## src/rtl/debug_frame_sched_pkg.sv

```systemverilog
// debug_frame_sched_pkg
//   Shared definitions for the debug-variable display scheduler: FSM state
//   encodings and the default sequence count/width that pixel_gen and the pad
//   logic also use.
//   No ports (package).
package debug_frame_sched_pkg;

  typedef enum logic [1:0] {
    ST_IDLE = 2'd0,
    ST_REQ  = 2'd1,
    ST_DONE = 2'd2
  } sched_state_e;

  localparam int DBG_SEQ_NUM = 17;
  localparam int DBG_SEQ_LEN = 16;

endpackage

```

## src/rtl/debug_frame_sched_snap_bank.sv

```systemverilog
// debug_frame_sched_snap_bank
//   SEQ_NUM x SEQ_LEN snapshot bank. All entries are captured together on
//   'capture'; one entry is read back through an indexed mux.
//   With DEBUG_SCHED_SKIP_EN defined it also holds the prev[] bank (value last
//   handed to the converter per slot) and compares cmp_data against prev[rd_idx].
// Ports
//   clk, rst_n     clock, asynchronous active-low reset
//   capture        load every entry from seq_in
//   seq_in         flattened sequences, entry i = seq_in[i*SEQ_LEN +: SEQ_LEN]
//   rd_idx/rd_data indexed read of the snapshot (0 for an out-of-range index)
//   prev_we/prev_idx/prev_data   prev[] write port        (DEBUG_SCHED_SKIP_EN)
//   cmp_data/cmp_match           cmp_data == prev[rd_idx] (DEBUG_SCHED_SKIP_EN)
module debug_frame_sched_snap_bank
  import debug_frame_sched_pkg::*;
#(
  parameter int SEQ_NUM = DBG_SEQ_NUM,
  parameter int SEQ_LEN = DBG_SEQ_LEN,
  parameter int IDX_W   = 5
) (
  input  logic                       clk,
  input  logic                       rst_n,
  input  logic                       capture,
  input  logic [SEQ_NUM*SEQ_LEN-1:0] seq_in,
  input  logic [IDX_W-1:0]           rd_idx,
  output logic [SEQ_LEN-1:0]         rd_data
`ifdef DEBUG_SCHED_SKIP_EN
  ,
  input  logic                       prev_we,
  input  logic [IDX_W-1:0]           prev_idx,
  input  logic [SEQ_LEN-1:0]         prev_data,
  input  logic [SEQ_LEN-1:0]         cmp_data,
  output logic                       cmp_match
`endif
);

  logic [SEQ_LEN-1:0] snap_r [SEQ_NUM];

  // Snapshot capture: every slot loads at once so a pass sees one coherent frame.
  always_ff @(posedge clk or negedge rst_n) begin
    if (!rst_n) begin
      for (int i = 0; i < SEQ_NUM; i++) snap_r[i] <= {SEQ_LEN{1'b0}};
    end else if (capture) begin
      for (int i = 0; i < SEQ_NUM; i++) snap_r[i] <= seq_in[i*SEQ_LEN +: SEQ_LEN];
    end
  end

  // Indexed read mux; the index may run one past the last slot and then reads 0.
  always_comb begin
    rd_data = {SEQ_LEN{1'b0}};
    for (int i = 0; i < SEQ_NUM; i++) begin
      rd_data = (rd_idx == IDX_W'(i)) ? snap_r[i] : rd_data;
    end
  end

`ifdef DEBUG_SCHED_SKIP_EN
  logic [SEQ_LEN-1:0] prev_r [SEQ_NUM];
  logic [SEQ_LEN-1:0] prev_rd_s;

  // prev[] bank: remembers the value last accepted by the converter per slot.
  always_ff @(posedge clk or negedge rst_n) begin
    if (!rst_n) begin
      for (int i = 0; i < SEQ_NUM; i++) prev_r[i] <= {SEQ_LEN{1'b0}};
    end else begin
      for (int i = 0; i < SEQ_NUM; i++) begin
        if (prev_we && (prev_idx == IDX_W'(i))) prev_r[i] <= prev_data;
      end
    end
  end

  // Unchanged-entry comparator at the read index.
  always_comb begin
    prev_rd_s = {SEQ_LEN{1'b0}};
    for (int i = 0; i < SEQ_NUM; i++) begin
      prev_rd_s = (rd_idx == IDX_W'(i)) ? prev_r[i] : prev_rd_s;
    end
    cmp_match = (prev_rd_s == cmp_data);
  end
`endif

endmodule

```

## src/rtl/debug_frame_sched.sv

```systemverilog
// debug_frame_sched
//   Frame-synchronous scheduler for the debug-variable display. On frame_start
//   (not frozen, idle) all sequences are snapshotted and then offered one at a
//   time to a single shared sequence-to-font converter over a req/ack handshake.
//   Optional feature macro: DEBUG_SCHED_SKIP_EN -- skip entries whose value
//   matches what the converter already holds (after the first pass).
// Ports
//   sys_clk, sys_rst_n  clock, asynchronous active-low reset
//   frame_start         1-cycle vsync pulse, requests a pass
//   freeze              hold the current display (frame_start ignored in idle)
//   seq_in              flattened sequences, entry i = seq_in[i*SEQ_LEN +: SEQ_LEN]
//   conv_req/conv_idx/conv_data  converter request, slot index and snapshot value
//   conv_ack            converter accepted the current entry
//   busy                pass in progress (REQ or DONE)
//   frame_done          1-cycle pulse after the last entry of a pass
//   overrun_cnt         saturating count of frame_start pulses dropped while busy
module debug_frame_sched
  import debug_frame_sched_pkg::*;
#(
  parameter int SEQ_NUM = DBG_SEQ_NUM,
  parameter int SEQ_LEN = DBG_SEQ_LEN,
  parameter int IDX_W   = 5,
  parameter int OVR_W   = 8
) (
  input  logic                       sys_clk,
  input  logic                       sys_rst_n,
  input  logic                       frame_start,
  input  logic                       freeze,
  input  logic [SEQ_NUM*SEQ_LEN-1:0] seq_in,
  output logic                       conv_req,
  output logic [IDX_W-1:0]           conv_idx,
  output logic [SEQ_LEN-1:0]         conv_data,
  input  logic                       conv_ack,
  output logic                       busy,
  output logic                       frame_done,
  output logic [OVR_W-1:0]           overrun_cnt
);

  localparam logic [IDX_W-1:0] LAST_IDX = IDX_W'(SEQ_NUM - 1);
  localparam logic [OVR_W-1:0] OVR_MAX  = {OVR_W{1'b1}};

  sched_state_e       state_r;
  logic [IDX_W-1:0]   idx_r;
  logic               conv_req_r;
  logic [SEQ_LEN-1:0] conv_data_r;
  logic               busy_r;
  logic               frame_done_r;
  logic [OVR_W-1:0]   overrun_cnt_r;

  logic               capture_s;
  logic               step_s;
  logic               last_s;
  logic               pass_end_s;
  logic [IDX_W-1:0]   nxt_idx_s;
  logic [IDX_W-1:0]   rd_idx_s;
  logic [SEQ_LEN-1:0] rd_data_s;
  logic [SEQ_LEN-1:0] load_data_s;
  logic               skip_s;

  assign capture_s = (state_r == ST_IDLE) && frame_start && !freeze;
  // A REQ cycle moves on when the entry is acked, or unconditionally when the
  // current slot was skipped (conv_req low inside REQ).
  assign step_s     = (state_r == ST_REQ) && (conv_ack || !conv_req_r);
  assign last_s     = (idx_r == LAST_IDX);
  assign pass_end_s = step_s && last_s;
  assign nxt_idx_s  = idx_r + {{(IDX_W-1){1'b0}}, 1'b1};

  // Select the slot being loaded next: slot 0 comes straight from seq_in on
  // capture because the bank only holds it from the following cycle.
  always_comb begin
    if (state_r == ST_IDLE) begin
      rd_idx_s    = {IDX_W{1'b0}};
      load_data_s = seq_in[SEQ_LEN-1:0];
    end else begin
      rd_idx_s    = nxt_idx_s;
      load_data_s = rd_data_s;
    end
  end

`ifdef DEBUG_SCHED_SKIP_EN
  logic first_pass_r;
  logic cmp_match_s;
  logic prev_we_s;

  assign prev_we_s = (state_r == ST_REQ) && conv_req_r && conv_ack;
  assign skip_s    = cmp_match_s && !first_pass_r;

  // first_pass: nothing can be skipped until one full pass has filled prev[].
  always_ff @(posedge sys_clk or negedge sys_rst_n) begin
    if (!sys_rst_n) begin
      first_pass_r <= 1'b1;
    end else if (pass_end_s) begin
      first_pass_r <= 1'b0;
    end
  end
`else
  assign skip_s = 1'b0;
`endif

  debug_frame_sched_snap_bank #(
    .SEQ_NUM (SEQ_NUM),
    .SEQ_LEN (SEQ_LEN),
    .IDX_W   (IDX_W)
  ) u_snap_bank (
    .clk       (sys_clk),
    .rst_n     (sys_rst_n),
    .capture   (capture_s),
    .seq_in    (seq_in),
    .rd_idx    (rd_idx_s),
    .rd_data   (rd_data_s)
`ifdef DEBUG_SCHED_SKIP_EN
    ,
    .prev_we   (prev_we_s),
    .prev_idx  (idx_r),
    .prev_data (conv_data_r),
    .cmp_data  (load_data_s),
    .cmp_match (cmp_match_s)
`endif
  );

  // Scheduler FSM, index counter, overrun counter and all registered outputs.
  always_ff @(posedge sys_clk or negedge sys_rst_n) begin
    if (!sys_rst_n) begin
      state_r       <= ST_IDLE;
      idx_r         <= {IDX_W{1'b0}};
      conv_req_r    <= 1'b0;
      conv_data_r   <= {SEQ_LEN{1'b0}};
      busy_r        <= 1'b0;
      frame_done_r  <= 1'b0;
      overrun_cnt_r <= {OVR_W{1'b0}};
    end else begin
      frame_done_r <= 1'b0;
      if (frame_start && (state_r != ST_IDLE) && (overrun_cnt_r != OVR_MAX)) begin
        overrun_cnt_r <= overrun_cnt_r + {{(OVR_W-1){1'b0}}, 1'b1};
      end
      case (state_r)
        ST_IDLE: begin
          if (capture_s) begin
            state_r     <= ST_REQ;
            idx_r       <= {IDX_W{1'b0}};
            busy_r      <= 1'b1;
            conv_req_r  <= !skip_s;
            conv_data_r <= load_data_s;
          end
        end
        ST_REQ: begin
          if (pass_end_s) begin
            state_r      <= ST_DONE;
            conv_req_r   <= 1'b0;
            frame_done_r <= 1'b1;
          end else if (step_s) begin
            idx_r       <= nxt_idx_s;
            conv_req_r  <= !skip_s;
            conv_data_r <= load_data_s;
          end
        end
        ST_DONE: begin
          state_r <= ST_IDLE;
          busy_r  <= 1'b0;
        end
        default: begin
          state_r    <= ST_IDLE;
          busy_r     <= 1'b0;
          conv_req_r <= 1'b0;
        end
      endcase
    end
  end

  assign conv_req    = conv_req_r;
  assign conv_idx    = idx_r;
  assign conv_data   = conv_data_r;
  assign busy        = busy_r;
  assign frame_done  = frame_done_r;
  assign overrun_cnt = overrun_cnt_r;

endmodule

```

## config.mk

```make
export PLATFORM = sky130hd
export DESIGN_NAME = debug_frame_sched
export DESIGN_NICKNAME = d
export VERILOG_FILES = /design/src/rtl/debug_frame_sched_pkg.sv /design/src/rtl/debug_frame_sched_snap_bank.sv /design/src/rtl/debug_frame_sched.sv
export SDC_FILE = /design/constraint.sdc
export NUM_CORES = 1
export LEC_CHECK = 0
export ABC_CLOCK_PERIOD_IN_PS = 4000
export CORE_ASPECT_RATIO = 1.25
export CORE_MARGIN = 8
export CORE_UTILIZATION = 55
export CTS_CLUSTER_SIZE = 14
export DETAILED_ROUTE_END_ITERATION = 12
export PLACE_DENSITY = 0.83
export SYNTH_ARGS = -nofsm -noshare
export SYNTH_HDL_FRONTEND = slang
export SYNTH_HIERARCHICAL = 1
export SYNTH_SLANG_ARGS = --single-unit
```

## constraint.sdc

```tcl
create_clock -name sys_clk -period 4 [get_ports sys_clk]
set_input_delay 0.6 -clock sys_clk [delete_from_list [all_inputs] [get_ports sys_clk]]
set_output_delay 0.6 -clock sys_clk [all_outputs]
set_load 0.05 [all_outputs]
```

==> key figures <==
Worst setup path
  – CP delay by family, top: simple AND/OR/NAND/NOR gates
  – CP Capture Type: register
  – Worst path slowest cell: a221oi_2
  – CP bufs+invs: 1
  – Critical path class: register to register
  – Setup crit start kind: register
  – Worst stage delay on the critical path: 0.54 ns
  – Crit-path max FO: 10
  – CP Cell Sequence: ha_1, nand3_1, xor2_1, nor2_2, buf_4, or3b_1, o21ai_0, a221oi_2, o211ai_1, mux2i_1, o21ai_1
  – Worst EP arrival: 4.18 ns
  – CP required: 4.41 ns

Die
  – Core ar.: 26700 µm²
  – Die area: 32500 µm²
  – Die Y: 200 µm
  – Starting Density: 55.7%
  – FP Rows: 67
  – Die Width: 163 µm
  – I/O pins: 309

Timing
  – Max Transition Viols Final: 0
  – Fin Setup TNS: 0 ns
  – RSZ-0062 raised after global routing: no
  – Fin. Hold Viols: 0
  – Max transition margin: 38.0%
  – Setup violations, final: 0
  – Post-route clock skew: 0.0130 ns
  – Fin crit share: 94.3%
  – Least-Margin Pin Slew: 0.930 ns
  – Final worst slack: 0.227 ns
  – Crit path time final: 3.77 ns
  – Fmax: 0.265 GHz

Synth
  – Fraction of registers with async set/reset: 100%
  – Mapped cell area: 14800 µm²
  – Distinct cell type count after synthesis: 86
  – Seq/Total Area, Yosys: 51.6%
  – Yosys reg bits: 306
  – Post-Syn Nets: 1499
  – Number of synthesized flops with an enable pin: 0
  – Top FF cell, synth: dfrtp_1
  – Yosys warning count: 6
  – Syn_area_per_cell: 12.2 µm²
  – Post-Syn Instances: 1219

GRT
  – Tot GR Track Use: 30.9%
  – First-pass GRT wire length: 76100 µm
  – Antenna violations before repair: 3
  – Largest net degree at the start of global routing: 110
  – Vias in the first global route: 12300
  – Gr ovfl total: 0

Routing
  – DR pass1 iterations: 5
  – WL/cell: 27.0 µm
  – Post-DRT Antenna Nets: 0
  – Vias: 11600
  – Routed wire length: 50700 µm
  – Drt drc: 0
  – Initial DRC Count: 1058
  – Vias/cell: 6.19

Power
  – Worst vdd ir: 0.561 mV
  – P_leak: 7.97 nW
  – PwrDens: 953 nW/µm²

CTS
  – Max Buffers Root-to-Sink: 3
  – CTS tree: done
  – H-Tree Depth: 1
  – CTS root buffer: clkbuf_16
  – Clock Latency Late Sink: 0.56 ns
  – Clock transition at path regs: 0.06 ns
  – CTS Buf Count: 30
  – Num Clock Sinks: 306
  – Post-CTS Setup Bufs: 0

Job
  – Maxcap violations: 0

Final layout
  – Layout cells sized above 1: 26.1%
  – Fill count: 1856
  – Area Growth Syn to Fin: 30.4%
  – Final nets: 1790

Placed design
  – Hpwl dp: 38100 µm
  – Port bufs: 308
  – Post-Place Worst Slack: 0.156 ns
  – Placer Congestion: 0.963

Run status
  – Status: completed

Min path
  – Min-Delay Path Class: primary input to async pin
## metrics by stage
step	instances	util [%]	power, W	area, µm²	hold slack [ns]
2_1_floorplan	1219	-	0.0117	14800	0.304
3_3_place_gp	1823	68.7	0.0151	18300	0.465
3_5_place_dp	1823	68.7	0.0153	18300	0.473
4_1_cts	1879	72.6	0.0182	19300	0.123
5_1_grt	1881	72.6	0.0192	19400	0.128
6_report	1881	72.6	0.0184	19400	0.0348
## layer usage
metal,track usage (%),share of wire (%),vias to the layer above
met5,0,0,-
met4,13.1,4.6,0
met3,5.09,6.7,122
met2,52.7,50,567
met1,38.5,38,5868
li1,-,-,5085
## final timing paths
| path | from | end | slack (ns) | depth (start not counted) |
|---|---|---|---|---|
| min in group sys_clk | conv_data[4] | conv_data[4] | 0.50 | 2 |
| min | sys_rst_n | u_snap_bank/snap_r[101] | 0.03 | 1 |
| min reg2reg | conv_data[4] | conv_data[4] | 0.50 | 2 |
| max in group asynchronous | sys_rst_n | conv_data[3] | 3.00 | 2 |
| max reg2reg | conv_idx[0] | conv_data[2] | 0.23 | 11 |
| max | conv_idx[0] | conv_data[2] | 0.23 | 11 |
## layout by cell type (no fill, tap or decap), drive strengths merged, types with 9 or more instances in the layout
cell type / count
a221oi: 9
a22oi: 13
clkbuf: 41
nand3: 20
nor2: 45
buf: 35
nand2b: 10
o21a: 9
a21oi: 47
dfrtp: 306
o21ai: 71
clkinv: 10
mux2i: 34
a31oi: 11
clkdlybuf4s50: 307
nand2: 79
nor2b: 10
inv: 23
o22ai: 18
mux2: 279
## flip-flops by register name, indices dropped and copies added (netlist names)
name / flops
u_snap_bank/snap_r: 272
conv_idx: 5
busy: 1
frame_done: 1
overrun_cnt: 8
conv_data: 16
conv_req: 1
state_r: 2
## final cells by class
| class | instances | area [µm²] | share of cell area (%) |
|---|---|---|---|
| Multi-Input combinational cell | 809 | 6700 | 34.6 |
| Tap cell | 345 | 432 | 2.23 |
| Sequential cell | 306 | 7660 | 39.6 |
| Inverter | 21 | 86.3 | 0.446 |
| Timing Repair Buffer | 342 | 3460 | 17.9 |
| Clock inverter | 15 | 158 | 0.815 |
| Clock buffer | 41 | 863 | 4.46 |
| Antenna cell | 2 | 5.00 | 0.0259 |
## report_power, final
| group | internal [W] | leakage, nW | total (W) | switching (W) |
|---|---|---|---|---|
| logic | 0.00415 | 3.79 | 0.00969 | 0.00554 |
| registers | 0.00466 | 3.67 | 0.00585 | 0.00119 |
| clock network | 0.00170 | 0.514 | 0.00291 | 0.00121 |
## synthesized netlist by cell type (4+ instances only)
cell type	n	area [µm²]
mux2_2	278	3130
nand4_1	4	25.0
mux2i_1	34	340
and3_1	7	43.8
o21a_1	9	67.6
nor4b_2	4	60.1
nand3_1	19	95.1
a22o_1	5	43.8
buf_2	28	140
o32a_1	4	40.0
o21ai_1	8	40.0
a21o_1	6	45.0
a21oi_1	47	235
o2bb2ai_1	4	35.0
a211oi_1	7	52.6
o22ai_1	18	113
buf_4	5	37.5
inv_1	18	67.6
nor3_1	5	25.0
mux4_2	7	158
a22oi_1	11	82.6
dfrtp_1	306	7660
a31oi_1	10	62.6
o221ai_1	7	61.3
buf_6	10	113
nand2_1	79	297
o2111ai_1	4	35.0
clkbuf_1	38	143
a221oi_1	9	78.8
nand2b_1	10	62.6
o21ai_0	63	315
nor2b_1	10	62.6
a221o_1	4	40.0
xnor2_1	4	35.0
o32ai_1	5	43.8
nor2_1	41	154
o211ai_1	5	37.5
## cell families (layout without fill, tap and decap cells)
group,after synthesis,count (layout),synth area share (%)
AOI/OAI and AO/OA,261,261,11.9
buffers and inverters,104,419,3.50
xor gates and xnor gates,5,5,0.295
other,0,2,0
and+or+nand+nor,220,220,7.92
DFF,306,306,51.6
adders and majority gates,3,3,0.253
muxes,320,320,24.5
## what timing repair did
item                                    CTS  global route
hold endpoints to repair                  0             0
endpoints found under the setup margin    0             1
resized for setup                         0             1
hold buffers                              0             0
No activity file was read; power rests on OpenSTA's default activity.
==> RTL edit: new RTL, same settings <==
Put one more register stage on the output `overrun_cnt`, with the module's reset. The value now appears one clock later. The other outputs are not delayed to match.
--- a/src/rtl/debug_frame_sched.sv
+++ b/src/rtl/debug_frame_sched.sv
@@ -174,3 +174,9 @@
   assign frame_done  = frame_done_r;
-  assign overrun_cnt = overrun_cnt_r;
+  always_ff @(posedge sys_clk or negedge sys_rst_n) begin
+    if (!sys_rst_n) begin
+      overrun_cnt <= '0;
+    end else begin
+      overrun_cnt <= overrun_cnt_r;
+    end
+  end
 
Formal check against the unedited RTL: not equivalent (Yosys sat finds a counterexample within 4 cycles, from zero or initial values and one cycle with sys_rst_n low).
==> RTL edit against the unedited design <==
Area after synthesis grew 1.1%. Sequential cell count grew 8. Worst setup slack lost 90 ps. Wire length grew 2.0%. Design area grew 1.2%. Non-clock buffer count grew 2. Maximum frequency shrank 2.3%. Power shrank 2.4%. Largest cell class unchanged. Highest routed layer unchanged.
==> RTL edit: results (changes against the unedited design) <==
Outcome
  – Outcome: finished, final reports clean (unchanged)

Detailed routing
  – Total wire length after detailed routing: 51,700 um (was 50,700 um)
  – WL met3: 3830 um (was 3370 um)
  – Detailed router's first-iteration violation count: 1,028 (was 1,058)
  – Length of routed wiring on met1: 19,900 um (was 19,400 um)
  – Met2 Wirelength: 25,400 um (was 25,500 um)
  – Avg Vias per Cell: 6.24 (was 6.19)

Finish
  – Clock-cell share of area: 5.74% (was 5.28%)
  – Inverters excl. clock: 23 (was 21)
  – Multi-In Gates: 796 (was 809)
  – Sequential cell area: 7860 um2 (was 7660 um2)
  – Number of non-filler instances in the completed layout: 1,882 (was 1,881)
  – Signal buf overhead: 17.4% (was 17.9%)
  – # clk buffers: 42 (was 41)
  – Sequential cell count: 314 (was 306)
  – Count of plain and timing-repair buffers: 344 (was 342)
  – Fraction of area in registers: 40.1% (was 39.6%)
  – Number of filler instances in the final layout: 1,852 (was 1,856)
  – Area used by multi-input combinational logic: 6670 um2 (was 6700 um2)

Placed design
  – Placement Cell Area: 18,500 um2 (was 18,300 um2)
  – Placement Setup Slack: 67.6 ps (was 156 ps)
  – Global placement routability congestion: 0.946 (was 0.963)

Yosys
  – Compound-cell area share of the yosys netlist: 12.0% (was 11.9%)
  – List of most frequent post-synthesis cells: sky130_fd_sc_hd__dfrtp_1, sky130_fd_sc_hd__mux2_2, sky130_fd_sc_hd__nand2_1 (unchanged)
  – Largest cells by area after synthesis: sky130_fd_sc_hd__dfrtp_1, sky130_fd_sc_hd__mux2_2, sky130_fd_sc_hd__mux2i_1 (unchanged)
  – Area share of fa/ha/maj cells after synthesis: 0.250% (was 0.253%)
  – Synth Area in XOR/XNOR: 0.525% (was 0.295%)
  – Syn Nets: 1,497 (was 1,499)
  – Part of the Yosys area used for sequential elements: 52.3% (was 51.6%)
  – Average size of a mapped cell: 12.3 um2 (was 12.2 um2)

GRT
  – Total GRT Usage: 31.2% (was 30.9%)
  – Global-route wire length before repair: 78,100 um (was 76,100 um)
  – Initial antenna violation count: 2 (was 3)
  – M2 GR Usage: 51.2% (was 52.7%)
  – Number of global-route vias before repair: 12,500 (was 12,300)

Power and ir drop
  – Static power due to leakage: 7.99 nW (was 7.97 nW)
  – Power drawn by the combinational cells: 8.88 mW (was 9.69 mW)
  – Sw frac: 41.7% (was 43.0%)
  – Power attributed to sequential cells: 5.94 mW (was 5.85 mW)
  – Power Clock: 3.19 mW (was 2.91 mW)

Timing
  – Layout Skew: 19.3 ps (was 13.0 ps)
  – Worst Tran Pin Value: 971 ps (was 930 ps)

Clock network
  – Clock latency on the worst-skew pair: 580 ps (was 560 ps)
  – Resized cells post-CTS: 0 (unchanged)

Critical path
  – Dominant delay contributor by cell family on the critical path: compound AO/OA/AOI/OAI gates (was simple AND/OR/NAND/NOR gates)
  – Max FO, Critical Path: 12 (was 10)
[RTL edit: cell types whose count changed after synthesis, sizes merged, moves of 3 or more]
cell    change
dfrtp       +8
a31oi       -3
mux2        -3
nand2b      -3
nor2        -4
xor2        +3
[RTL edit: worst paths after layout]
kind	start	endpoint	slack, ps
worst max-delay path	conv_idx[0]$_DFFE_PN0P_	conv_data[2]$_DFFE_PN0P_	140
worst min-delay path	sys_rst_n	u_snap_bank/snap_r[133]$_DFFE_PN0P_	20
min in group sys_clk	overrun_cnt_r[1]$_DFFE_PN0P_	overrun_cnt[1]$_DFF_PN0_	420
max in group asynchronous	sys_rst_n	frame_done$_DFF_PN0_	3030
worst max register to register	conv_idx[0]$_DFFE_PN0P_	conv_data[2]$_DFFE_PN0P_	140
worst min register to register	overrun_cnt_r[1]$_DFFE_PN0P_	overrun_cnt[1]$_DFF_PN0_	420
